**src/rtl/aud_player.sv**
```systemverilog
// aud_player: I2S-style DAC transmitter that streams mono PCM samples from SRAM,
// sending each sample on both left and right channels, with start/pause/stop control.
module aud_player #(
    parameter int unsigned DATA_W = 16,
    parameter int unsigned ADDR_W = 20
) (
    input  logic              i_clk,
    input  logic              i_rst,
    input  logic              i_daclrck,
    input  logic              i_start,
    input  logic              i_pause,
    input  logic              i_stop,
    input  logic [ADDR_W-1:0] i_end_addr,
    input  logic [DATA_W-1:0] i_sram_data,
    output logic [ADDR_W-1:0] o_address,
    output logic              o_aud_dacdat,
    output logic              o_PLAY_finish
);
    localparam int unsigned CNT_W = $clog2(DATA_W + 1);

    typedef enum logic [2:0] {
        StIdle,
        StWaitL,
        StSendL,
        StWaitR,
        StSendR,
        StPaused
    } state_e;

    state_e              r_state, w_state_d;
    logic                r_lrc;
    logic [DATA_W-1:0]   r_shreg, w_shreg_d;
    logic [CNT_W-1:0]    r_cnt, w_cnt_d;
    logic                r_pause, w_pause_d;
    logic [ADDR_W-1:0]   r_end, w_end_d;
    logic [ADDR_W-1:0]   r_address, w_address_d;
    logic                r_dacdat, w_dacdat_d;
    logic                r_finish, w_finish_d;

    logic w_fall, w_rise, w_last_bit, w_at_end, w_pause_eff, w_stop;

    assign w_fall      = r_lrc & ~i_daclrck;
    assign w_rise      = ~r_lrc & i_daclrck;
    assign w_last_bit  = (r_cnt == CNT_W'(DATA_W));
    assign w_at_end    = (r_address == r_end);
    assign w_stop      = i_stop && (r_state != StIdle);
    // Pause request including any toggle arriving this cycle.
    assign w_pause_eff = r_pause ^ i_pause;

    always_ff @(posedge i_clk) begin
        if (i_rst) begin
            r_state   <= StIdle;
            r_lrc     <= 1'b0;
            r_shreg   <= '0;
            r_cnt     <= '0;
            r_pause   <= 1'b0;
            r_end     <= '0;
            r_address <= '0;
            r_dacdat  <= 1'b0;
            r_finish  <= 1'b0;
        end else begin
            r_state   <= w_state_d;
            r_lrc     <= i_daclrck;
            r_shreg   <= w_shreg_d;
            r_cnt     <= w_cnt_d;
            r_pause   <= w_pause_d;
            r_end     <= w_end_d;
            r_address <= w_address_d;
            r_dacdat  <= w_dacdat_d;
            r_finish  <= w_finish_d;
        end
    end

    always_comb begin
        w_state_d = r_state;
        if (w_stop) begin
            w_state_d = StIdle;
        end else begin
            unique case (r_state)
                StIdle:   if (i_start) w_state_d = StWaitL;
                StWaitL:  if (w_fall) w_state_d = StSendL;
                StSendL:  if (w_last_bit) w_state_d = StWaitR;
                StWaitR:  if (w_rise) w_state_d = StSendR;
                StSendR: begin
                    if (w_last_bit) begin
                        if (w_at_end) begin
                            w_state_d = StIdle;
                        end else if (w_pause_eff) begin
                            w_state_d = StPaused;
                        end else begin
                            w_state_d = StWaitL;
                        end
                    end
                end
                StPaused: if (i_pause) w_state_d = StWaitL;
                default:  w_state_d = StIdle;
            endcase
        end
    end

    always_comb begin
        w_shreg_d   = r_shreg;
        w_cnt_d     = r_cnt;
        w_pause_d   = r_pause;
        w_end_d     = r_end;
        w_address_d = r_address;
        w_dacdat_d  = 1'b0;
        w_finish_d  = 1'b0;
        if (w_stop) begin
            w_address_d = '0;
            w_pause_d   = 1'b0;
            w_cnt_d     = '0;
        end else begin
            unique case (r_state)
                StIdle: begin
                    if (i_start) begin
                        w_end_d     = i_end_addr;
                        w_address_d = '0;
                        w_pause_d   = 1'b0;
                    end
                end
                StWaitL, StWaitR: begin
                    w_pause_d = w_pause_eff;
                    if ((r_state == StWaitL && w_fall) || (r_state == StWaitR && w_rise)) begin
                        w_shreg_d  = i_sram_data;
                        w_dacdat_d = i_sram_data[DATA_W-1];
                        w_cnt_d    = CNT_W'(1);
                    end
                end
                StSendL, StSendR: begin
                    w_pause_d = w_pause_eff;
                    if (!w_last_bit) begin
                        w_dacdat_d = r_shreg[DATA_W-2];
                        w_shreg_d  = r_shreg << 1;
                        w_cnt_d    = r_cnt + CNT_W'(1);
                    end else begin
                        w_cnt_d = '0;
                        // Frame boundary: advance address, finish, or consume the pause request.
                        if (r_state == StSendR) begin
                            if (w_at_end) begin
                                w_finish_d  = 1'b1;
                                w_address_d = '0;
                            end else begin
                                w_address_d = r_address + ADDR_W'(1);
                                if (w_pause_eff) w_pause_d = 1'b0;
                            end
                        end
                    end
                end
                StPaused: begin
                end
                default: begin
                end
            endcase
        end
    end

    assign o_address     = r_address;
    assign o_aud_dacdat  = r_dacdat;
    assign o_PLAY_finish = r_finish;

endmodule
```
**config.mk**
```make
export PLATFORM = sky130hd
export DESIGN_NAME = aud_player
export DESIGN_NICKNAME = d
export VERILOG_FILES = /design/src/rtl/aud_player.sv
export SDC_FILE = /design/constraint.sdc
export NUM_CORES = 1
export LEC_CHECK = 0
export CAP_MARGIN = 40
export CORE_UTILIZATION = 65
export DETAILED_ROUTE_END_ITERATION = 6
export DONT_BUFFER_PORTS = 1
export PLACE_DENSITY = 0.85
export SLEW_MARGIN = 10
export SYNTH_ARGS = -nofsm -noshare
export SYNTH_HDL_FRONTEND = slang
export SYNTH_SLANG_ARGS = --single-unit
```
**constraint.sdc**
```tcl
create_clock -name i_clk -period 4.38 [get_ports i_clk]
set_input_delay 0.876 -clock i_clk [delete_from_list [all_inputs] [get_ports i_clk]]
set_output_delay 0.876 -clock i_clk [all_outputs]
set_load 0.005 [all_outputs]
```
==> impl_metrics.tcl <==
set metrics [dict create \
    fill_cells 365 \
    timing.setup.critical_path_class "register to register" \
    dr.pass1.iters 5 \
    post_cts.resized_instances 0 \
    clock_tree_from_tritoncts "yes" \
    worst_ep_required_time_ns 4.62 \
    max_clock_freq_mhz 392.4 \
    critPathCaptureType "register" \
    cts_htree_levels 3 \
    syn_to_final_growth_pct 7.345 \
    overall_global_routing_resource_usage_pct 27.62 \
    hold_viol_final 0 \
    synthesis.nets 422 \
    ff_latch_area_sq_um 1341 \
    share_of_the_cycle_needed_by_the_critical_path_after_routing_pct 58.18 \
    ir_worst_vdd_uv 274.3 \
    maxSlewViolCount 0 \
    die_h_um 72.38 \
    hold-path-endpoint "r_end[5]" \
    route.antenna.remaining_nets 0 \
    total_power_density_per_cell_area_nw_per_um2 428.7 \
    drt_wl_total_mm 6.568 \
    clock_latency_ns 0.35 \
    gr-total-overflow 0 \
    clock_slew_at_the_register_clock_pins_of_the_worst_setup_and_hold_paths_ns 0.07 \
    design.final.nets 414 \
    cts_post_setup_buffers_inserted 0 \
    synth_edf_count 0 \
    worst-path-max-fanout 21 \
    place.detailed.hpwl_mm 4.629 \
    worst_slack_ns 1.832 \
    cts_root_buf "clkbuf_8" \
    max_slew.worst_pin.slew_ns 0.7866 \
    rr_startpoint "r_state[0]" \
    mostFrequentLayoutCells "dfxtp_1 (67), nand2_1 (58), nor2_1 (40), a21oi_1 (31), xor2_1 (27)" \
    floorplan.core_area_sq_um 4755 \
    arrival_ns 2.79 \
    fp-row-count 25 \
    portBuffers 0 \
    vias 2575 \
    grt_pass1_vias 2398 \
    post-route-min-period_ns 2.548 \
    worst_hold_path.num_cells 2 \
    postSynthCellCount 377 \
    ys_seq_area_share_pct 41.66 \
    setup_tns_final_ns 0 \
    static-leakage-power_nw 1.213 \
    final.setup_skew_ns 0.006766 \
    most_common_library_cell_in_the_layout_ignoring_fill_and_taps "dfxtp_1" \
    synthesis.area_per_instance_sq_um 8.539 \
    avgViaCountPerCell 5.839 \
    start_kind "register" \
    max_cap_violations 0 \
    antenna_found_initial 0 \
    maximum_number_of_pins_on_one_net_before_global_route_repair 39 \
    cts.path.max_buffers 2 \
    cts_hold_buf 0 \
    clkSinkCount 67 \
    outcome "complete, no violations" \
    synth_area_sq_um 3219 \
    starting_density_pct 67.71 \
    maxSlewHeadroom_pct 47.49 \
    totalPowerFinal_mw 1.482 \
    unrepaired_setup_endpoints_after_global_routing "no" \
    synth_top_cell_by_area "dfxtp_1" \
    multi_input_area_sq_um 1765 \
    yosysWarningCount 0 \
    ys_ff_latch 67 \
    asyncSetResetFlopFracSynth_pct 0 \
    dieWidth_um 72.38 \
    worst_r2r_endpoint "o_address[17]" \
    yosysTopAreaCellShare_pct 41.66 \
    top_level_i_o_count 64 \
    floorplan.die_area_sq_um 5238 \
    worst-r2r-cell-count 7 \
    cts_buffer_count 9 \
    grt_first_pass_wirelength_mm 10.90 \
    drc 0 \
    final_util_pct 72.68 \
    diodes 0 \
    setup_viol_count_final 0 \
    ys_top_cells_by_area "dfxtp_1 (42%), xor2_1 (7.3%), nand2_1 (6.8%)" \
    ys_types 45 \
    ff2ff_setup_slack_ns 1.83 \
    gpl.final_weighted_congestion 0.8399 \
    wire_per_inst_um 14.89 \
    pre_cts_setup_slack_ns 1.860 \
    yosys_most_used_dff "dfxtp_1" \
    hold_start "r_end[5]" \
    detailedRoute.firstIterationViolations 266 \
    drive_gt1_share_pct 8.289 \
    worstHoldPathType "register to register" \
    whs_ns 0.4655 \
]
## per-stage QoR
stage	instances	instance area (sq um)
after global routing	441	3456
after CTS	441	3456
final	441	3456
after detailed placement	425	3239
after floorplan	377	3219
after global placement	424	3224
## power by group
group | total, mW | switching (mW) | internal [mW]
sequential | 0.696 | 0.0445 | 0.651
clock | 0.561 | 0.243 | 0.318
combinational | 0.225 | 0.131 | 0.0941
total | 1.48 | 0.418 | 1.06
## state kept, by name, summed over array words and instances (netlist names)
register and cells:
o_aud_dacdat 1, r_lrc 1, r_state 3, r_pause 1
r_shreg 15, o_PLAY_finish 1, r_cnt 5, r_end 20
o_address 20
## logic make-up (layout without fill, tap and decap cells)
kind of cell | Yosys count | after routing | synth area share, %
AOI/OAI and AO/OA | 67 | 67 | 13.21
DFF | 67 | 67 | 41.66
and+or+nand+nor | 157 | 157 | 24.21
buffers and inverters | 26 | 23 | 3.692
xor gates and xnor gates | 43 | 43 | 11.70
adders and majority gates | 3 | 3 | 1.166
muxes | 14 | 14 | 4.353
## how the worst max path moves through the flow
stage / from / endpoint / slack (ns) / depth (start not counted)
finish: r_state[0] / o_address[17] / 1.83 / 7
global route: r_state[1] / o_address[18] / 1.52 / 7
CTS: r_state[0] / o_address[8] / 1.84 / 7
detailed placement: r_state[0] / o_address[8] / 1.86 / 7
global placement: r_state[0] / o_address[19] / 1.87 / 7
floorplan: i_start / o_address[16] / 2.33 / 6
## Yosys cell counts (7+ instances only)
cell type,instances
a211oi_1,15
a21oi_1,32
buf_2,8
clkbuf_1,12
dfxtp_1,67
mux2i_1,14
nand2_1,58
nand3_1,10
nand4_1,12
nor2_1,41
o21ai_0,7
xnor2_1,16
xor2_1,27
## layout make-up
type / instances / share of cell area, %
inverter: 3 / 0.3259
clock inverter: 7 / 2.679
sequential: 67 / 38.81
timing repair buffer: 4 / 1.086
clock buffer: 9 / 3.584
multi-input combinational: 284 / 51.09
tap: 67 / 2.426
## routing by layer
metal	wire length (um)	global-route usage, %	up-vias
li1	-	-	1287
met4	181	16.78	0
met2	2885	40.19	79
met1	3042	36.05	1195
met5	0	0	-
met3	459	8.194	14
## worst max-delay path, stage by stage (launching register included)
cell and delay [ns]:
dfxtp_1 0.49, nor2_2 0.41, nand3b_1 0.59, nand2_1 0.39, nor2_1 0.06, a31oi_1 0.15, buf_4 0.26, nor2_1 0.08
No activity file was read; power rests on OpenSTA's default activity.
